<file path="config.mk">
export PLATFORM = sky130hd
export DESIGN_NAME = booth_mult_seq
export DESIGN_NICKNAME = d
export VERILOG_FILES = /design/src/rtl/booth_mult_seq.sv
export SDC_FILE = /design/constraint.sdc
export NUM_CORES = 1
export LEC_CHECK = 0
export ABC_CLOCK_PERIOD_IN_PS = 10400
export BUFFER_PORTS_ARGS = -buffer_cell sky130_fd_sc_hd__clkbuf_2
export CORE_ASPECT_RATIO = 1.2
export CORE_MARGIN = 1
export CORE_UTILIZATION = 50
export DETAILED_ROUTE_END_ITERATION = 16
export GPL_TIMING_DRIVEN = 0
export PLACE_DENSITY_LB_ADDON = 0.1
export SLEW_MARGIN = 0
export SYNTH_ARGS = -nofsm -noshare
export SYNTH_HDL_FRONTEND = slang
export SYNTH_HIERARCHICAL = 1
export SYNTH_SLANG_ARGS = --single-unit
</file>
<file path="constraint.sdc">
create_clock -name clock -period 10.4 [get_ports clock]
set_input_delay 0.52 -clock clock [delete_from_list [all_inputs] [get_ports clock]]
set_output_delay 0.52 -clock clock [all_outputs]
set_load 0.02 [all_outputs]
</file>
<file path="src/rtl/booth_mult_seq.sv">
// Sequential signed 32x32 radix-2 Booth multiplier: one shared cla_32 add/subtract per cycle,
// producing the low product word plus a signed-32 overflow flag under a start/ready handshake.

module full_adder (
  input  logic i_a,
  input  logic i_b,
  input  logic i_cin,
  output logic o_sum,
  output logic o_cout
);
  assign o_sum  = i_a ^ i_b ^ i_cin;
  assign o_cout = (i_a & i_b) | (i_cin & (i_a ^ i_b));
endmodule

module cla_32 (
  input  logic [31:0] i_a,
  input  logic [31:0] i_b,
  input  logic        i_cin,
  output logic [31:0] o_sum,
  output logic        o_cout
);
  logic [31:0] w_g;
  logic [31:0] w_p;
  logic [32:0] w_c;

  assign w_g = i_a & i_b;
  assign w_p = i_a ^ i_b;

  // Full lookahead inside each 4-bit group, group carries ripple between groups.
  always_comb begin
    w_c    = '0;
    w_c[0] = i_cin;
    for (int k = 0; k < 32; k += 4) begin
      w_c[k+1] = w_g[k] | (w_p[k] & w_c[k]);
      w_c[k+2] = w_g[k+1] | (w_p[k+1] & w_g[k]) | (w_p[k+1] & w_p[k] & w_c[k]);
      w_c[k+3] = w_g[k+2] | (w_p[k+2] & w_g[k+1]) | (w_p[k+2] & w_p[k+1] & w_g[k])
               | (w_p[k+2] & w_p[k+1] & w_p[k] & w_c[k]);
      w_c[k+4] = w_g[k+3] | (w_p[k+3] & w_g[k+2]) | (w_p[k+3] & w_p[k+2] & w_g[k+1])
               | (w_p[k+3] & w_p[k+2] & w_p[k+1] & w_g[k])
               | (w_p[k+3] & w_p[k+2] & w_p[k+1] & w_p[k] & w_c[k]);
    end
  end

  assign o_sum  = w_p ^ w_c[31:0];
  assign o_cout = w_c[32];
endmodule

module booth_mult_seq #(
  parameter int WIDTH = 32,
  parameter int CNT_W = 6
) (
  input  logic             clock,
  input  logic             reset_n,
  input  logic             ctrl_MULT,
  input  logic [WIDTH-1:0] data_operandA,
  input  logic [WIDTH-1:0] data_operandB,
  output logic [WIDTH-1:0] data_result,
  output logic             data_exception,
  output logic             data_resultRDY,
  output logic             busy
);
  typedef enum logic [1:0] {S_IDLE, S_RUN, S_DONE} state_t;

  state_t               r_state;
  logic [CNT_W-1:0]     r_cnt;
  logic [WIDTH-1:0]     r_mcand;
  logic [WIDTH:0]       r_acc;
  logic [WIDTH-1:0]     r_plier;
  logic                 r_q_m1;
  logic [WIDTH-1:0]     r_result;
  logic                 r_exc;
  logic                 r_rdy;
  logic                 r_busy;

  logic                 w_sub;
  logic                 w_do_op;
  logic [WIDTH-1:0]     w_addend;
  logic [WIDTH-1:0]     w_sum_lo;
  logic                 w_cout_lo;
  logic                 w_sum_hi;
  logic                 w_unused_cout;
  logic [WIDTH:0]       w_acc_op;
  logic signed [2*WIDTH+1:0] w_cat;
  logic signed [2*WIDTH+1:0] w_shift;
  logic [WIDTH:0]       w_acc_nxt;
  logic [WIDTH-1:0]     w_plier_nxt;
  logic                 w_q_nxt;
  logic                 w_exc_nxt;

  // Subtraction reuses the adder as acc + ~mcand + 1; bit 32 extends the sign of the addend.
  assign w_sub    = r_plier[0] & ~r_q_m1;
  assign w_do_op  = r_plier[0] ^ r_q_m1;
  assign w_addend = w_sub ? ~r_mcand : r_mcand;

  cla_32 u_cla (
    .i_a    (r_acc[WIDTH-1:0]),
    .i_b    (w_addend),
    .i_cin  (w_sub),
    .o_sum  (w_sum_lo),
    .o_cout (w_cout_lo)
  );

  full_adder u_fa_hi (
    .i_a    (r_acc[WIDTH]),
    .i_b    (w_addend[WIDTH-1]),
    .i_cin  (w_cout_lo),
    .o_sum  (w_sum_hi),
    .o_cout (w_unused_cout)
  );

  assign w_acc_op    = w_do_op ? {w_sum_hi, w_sum_lo} : r_acc;
  assign w_cat       = {w_acc_op, r_plier, r_q_m1};
  assign w_shift     = w_cat >>> 1;
  assign w_acc_nxt   = w_shift[2*WIDTH+1:WIDTH+1];
  assign w_plier_nxt = w_shift[WIDTH:1];
  assign w_q_nxt     = w_shift[0];
  // Product fits in signed 32 only if the whole upper half is a copy of the low word's sign.
  assign w_exc_nxt   = (w_acc_nxt != {(WIDTH+1){w_plier_nxt[WIDTH-1]}});

  always_ff @(posedge clock or negedge reset_n) begin
    if (!reset_n) begin
      r_state  <= S_IDLE;
      r_cnt    <= '0;
      r_mcand  <= '0;
      r_acc    <= '0;
      r_plier  <= '0;
      r_q_m1   <= 1'b0;
      r_result <= '0;
      r_exc    <= 1'b0;
      r_rdy    <= 1'b0;
      r_busy   <= 1'b0;
    end else begin
      r_rdy <= 1'b0;
      if (ctrl_MULT) begin
        r_mcand <= data_operandA;
        r_acc   <= '0;
        r_plier <= data_operandB;
        r_q_m1  <= 1'b0;
        r_cnt   <= '0;
        r_state <= S_RUN;
        r_busy  <= 1'b1;
      end else begin
        case (r_state)
          S_RUN: begin
            r_acc   <= w_acc_nxt;
            r_plier <= w_plier_nxt;
            r_q_m1  <= w_q_nxt;
            r_cnt   <= r_cnt + CNT_W'(1);
            if (r_cnt == CNT_W'(WIDTH-1)) begin
              r_state  <= S_DONE;
              r_busy   <= 1'b0;
              r_result <= w_plier_nxt;
              r_exc    <= w_exc_nxt;
              r_rdy    <= 1'b1;
            end
          end
          S_DONE:  r_state <= S_IDLE;
          S_IDLE:  r_state <= S_IDLE;
          default: begin
            r_state <= S_IDLE;
            r_busy  <= 1'b0;
          end
        endcase
      end
    end
  end

  assign data_result    = r_result;
  assign data_exception = r_exc;
  assign data_resultRDY = r_rdy;
  assign busy           = r_busy;
endmodule

</file>
==> summary.txt <==
Clock tree
  – H-tree levels: 4
  – Clock latency at the later pin of the worst-skew pair: 0.42 ns
  – CTS Hold Buffers Added: 0
  – Reg clk slew, reported paths: 0.06 ns
  – Clk root buf: clkbuf_16
  – CTS sink count: 140
  – Total CTS buffers: 17
  – CTS tree: done
  – # resized after CTS: 0
  – Max Root-Sink Buffers: 2
  – Post-CTS setup buffers: 0

Finish
  – Nets: 965
  – Fillers: 1,340
  – Layout cell share with drive strength beyond 1: 0.222
  – Area Growth Syn to Fin: 17.4%
  – Layout Cells excl Fill: 1,076
  – Finished Cell Area: 9310 um^2
  – Number of diodes: 0
  – Finished Core Util: 0.598

Global routing
  – Grt ovf: 0
  – Antenna violations before repair: 0
  – Via count of the first global-routing pass: 6,202
  – First-pass GRT wire length: just over 30,000 um
  – Largest net degree at the start of global routing: 94
  – GR Util All Layers: 0.238

Routing
  – Detailed Route Iter0 Violations: 266
  – Overall routed net length: 18,100 um
  – Mean number of vias per cell: 5.60
  – Mean routed wirelength per cell: 16.8 um
  – Post-DRT Antenna Nets: 0
  – Total number of vias: 6,022
  – DR DRC count: 0
  – First-pass iteration count of the detailed router: 4

Worst setup path
  – Setup CP Type: reg2reg
  – CP Capture Type: flip-flop
  – Critical-path cell list: inv_1 -> ha_1 -> clkbuf_1 -> buf_1 -> xor2_1 -> ha_1 -> o21ai_0 -> o21a_1 -> o211a_1 -> a211oi_2 -> a221oi_2 -> o311ai_1 -> o31a_1 -> a21o_1 -> fa_1 -> nor4_1 -> a21oi_1 -> nor3_1 -> a31oi_1 -> nor3_2 -> a31oi_1
  – Crit path buf inv count: 3
  – WP data arrival: 5.77 ns
  – WP data required: 10.70 ns
  – CP startpoint kind: flip-flop
  – Slowest-stage cell, CP: buf_1
  – Worst path max stage delay: 0.60 ns
  – Crit path max fanout: 10
  – Largest delay contributor family on the critical path: compound AO/OA/AOI/OAI gates

Synthesis
  – Sequential area share after synthesis: 0.442
  – Syn_area_per_cell: 10.8 um^2
  – Synth Cell Area: a little under 8000 um^2
  – Cells after Synth: 734
  – Syn Nets: between 800 and 900
  – Warnings, synthesis: 6
  – Main synth FF type: dfrtp_1
  – Post-synth EDFFs: 0
  – Post-synthesis register bit count: 140
  – Netlist cell types: 61
  – Post-synth ARST share: 1.00

Place
  – Area of placed instances: 8730 um^2
  – HPWL Detailed: 13,300 um
  – Port-buffer cells: 101
  – Placer's final routability congestion estimate: 0.866
  – Placed Cells: about 1,000

Timing
  – RSZ-0062 raised after global routing: false
  – Setup TNS: 0 ns
  – Endpoints failing hold: 0
  – Max_slew headroom: 0.469
  – Worst-margin pin slew: 0.797 ns
  – Final setup vio count: 0
  – Tcrit/Tclk final: 0.526
  – Fmax: 183 MHz
  – Post-route minimum period: 5.47 ns
  – Final slew viol count: 0
  – Layout Skew: 0.00727 ns

Die
  – Die area: 16,400 um^2
  – Die X: 117 um
  – Placeable Area: 15,600 um^2
  – Die Ht: 140 um
  – Io pins: just over 100
  – Site row count: 50
  – Initial Util: 0.509

Hold path
  – Classification of the worst-slack hold path: in2async

Status
  – Status: finished, final reports clean

Run
  – Max-Cap Viols: 0

Pwr
  – PwrDens: 228 nW/um^2
  – Static leakage: 4.50 nW
  – Max IR drop VDD: 106 uV
==> routing by layer <==
metal,routed length (um),GRT usage,vias to the layer above
li1,-,-,2883
met1,8070,0.305,2962
met2,9040,0.401,150
met3,651,0.0411,27
met4,344,0.0813,0
met5,0,0,-
==> synthesized netlist by cell type, types with 5 or more instances <==
cell / number / share of area
xnor2_1: 12 / 0.013
nor2b_1: 8 / 0.0063
nor4_1: 10 / 0.0079
xor2_1: 47 / 0.052
mux2_1: 29 / 0.041
o21a_1: 5 / 0.0047
a21oi_1: 22 / 0.014
mux2_2: 37 / 0.053
nand2_1: 51 / 0.024
a21o_1: 11 / 0.010
dfrtp_1: 140 / 0.44
nand3_1: 10 / 0.0063
fa_1: 9 / 0.023
o21ai_0: 48 / 0.030
buf_2: 7 / 0.0044
clkbuf_1: 24 / 0.011
inv_1: 12 / 0.0057
buf_1: 5 / 0.0024
mux2i_1: 55 / 0.069
nor2_1: 57 / 0.027
nor3_1: 11 / 0.0069
ha_1: 34 / 0.054
a211oi_1: 27 / 0.026
nand4_1: 11 / 0.0087
==> through the flow <==
step | hold WS, ns | setup WS [ns] | power (mW)
final | 0.0354 | 4.93 | 2.13
after global routing | 0.0589 | 4.54 | 2.27
after CTS | 0.0480 | 4.94 | 2.13
after detailed placement | 0.475 | 4.96 | 1.52
after global placement | 0.466 | 5.08 | 1.49
after floorplan | 0.224 | 5.83 | 1.32
==> layout make-up <==
type                       count  area (um^2)  share of cell area
sequential                   140         3500               0.376
multi-input combinational    543         4200               0.451
clock buffer                  17          425              0.0457
clock inverter                15          154              0.0165
buffer                        39          178              0.0191
tap                          208          260              0.0279
timing repair buffer         102          542              0.0582
inverter                      12         45.0             0.00484
==> cells in the final DEF (no fill, tap or decap), types with 5 or more instances in the layout <==
| master | n |
|---|---|
| dfrtp_1 | 140 |
| clkbuf_2 | 100 |
| nor2_1 | 57 |
| mux2i_1 | 55 |
| nand2_1 | 51 |
| o21ai_0 | 48 |
| xor2_1 | 47 |
| mux2_2 | 37 |
| ha_1 | 34 |
| mux2_1 | 29 |
| a211oi_1 | 27 |
| clkbuf_1 | 24 |
| a21oi_1 | 22 |
| clkbuf_16 | 17 |
| inv_1 | 12 |
| xnor2_1 | 12 |
| nand4_1 | 11 |
| nor3_1 | 11 |
| a21o_1 | 11 |
| nor4_1 | 10 |
| nand3_1 | 10 |
| fa_1 | 9 |
| nor2b_1 | 8 |
| buf_2 | 7 |
| inv_6 | 7 |
| buf_1 | 5 |
| o21a_1 | 5 |
==> registers in the layout, indices dropped and copies added (netlist names) <==
register        flops
busy                1
r_cnt               6
r_state             2
r_plier            32
data_resultRDY      1
r_acc              32
r_mcand            32
r_q_m1              1
data_exception      1
data_result        32
==> worst paths after layout <==
path	cells past startpoint	from	to	slack, ns
max	21	r_q_m1	data_exception	4.93
min	1	reset_n	r_plier[24]	0.04
max reg2reg	21	r_q_m1	data_exception	4.93
min reg2reg	1	data_result[8]	data_result[8]	0.48
max in group asynchronous	2	reset_n	r_acc[24]	9.56
min in group clock	3	data_operandB[6]	r_plier[6]	0.31
==> report_power, final <==
part	total [mW]	internal (mW)	leakage [nW]	switching (mW)
clock network	0.600	0.339	0.282	0.261
registers	0.716	0.621	1.79	0.0950
logic	0.812	0.356	2.43	0.455
==> cells by family after synthesis <==
kind of cell    after synthesis  synth area share
compound gates              143             0.120
xor+xnor                     59            0.0652
fa+ha+maj                    43            0.0764
buf+inv                      51            0.0281
flops                       140             0.442
mux                         121             0.163
simple gates                177             0.106
==> worst reg2reg max path, stage by stage (launching register included) <==
cell and delay (ns):
dfrtp_1 0.38, inv_1 0.06, ha_1 0.21, clkbuf_1 0.25, buf_1 0.60, xor2_1 0.16
ha_1 0.36, o21ai_0 0.14, o21a_1 0.23, o211a_1 0.27, a211oi_2 0.42, a221oi_2 0.15
o311ai_1 0.48, o31a_1 0.23, a21o_1 0.15, fa_1 0.45, nor4_1 0.21, a21oi_1 0.08
nor3_1 0.19, a31oi_1 0.10, nor3_2 0.13, a31oi_1 0.10
Note: power is estimated with default switching activity, not from simulation.
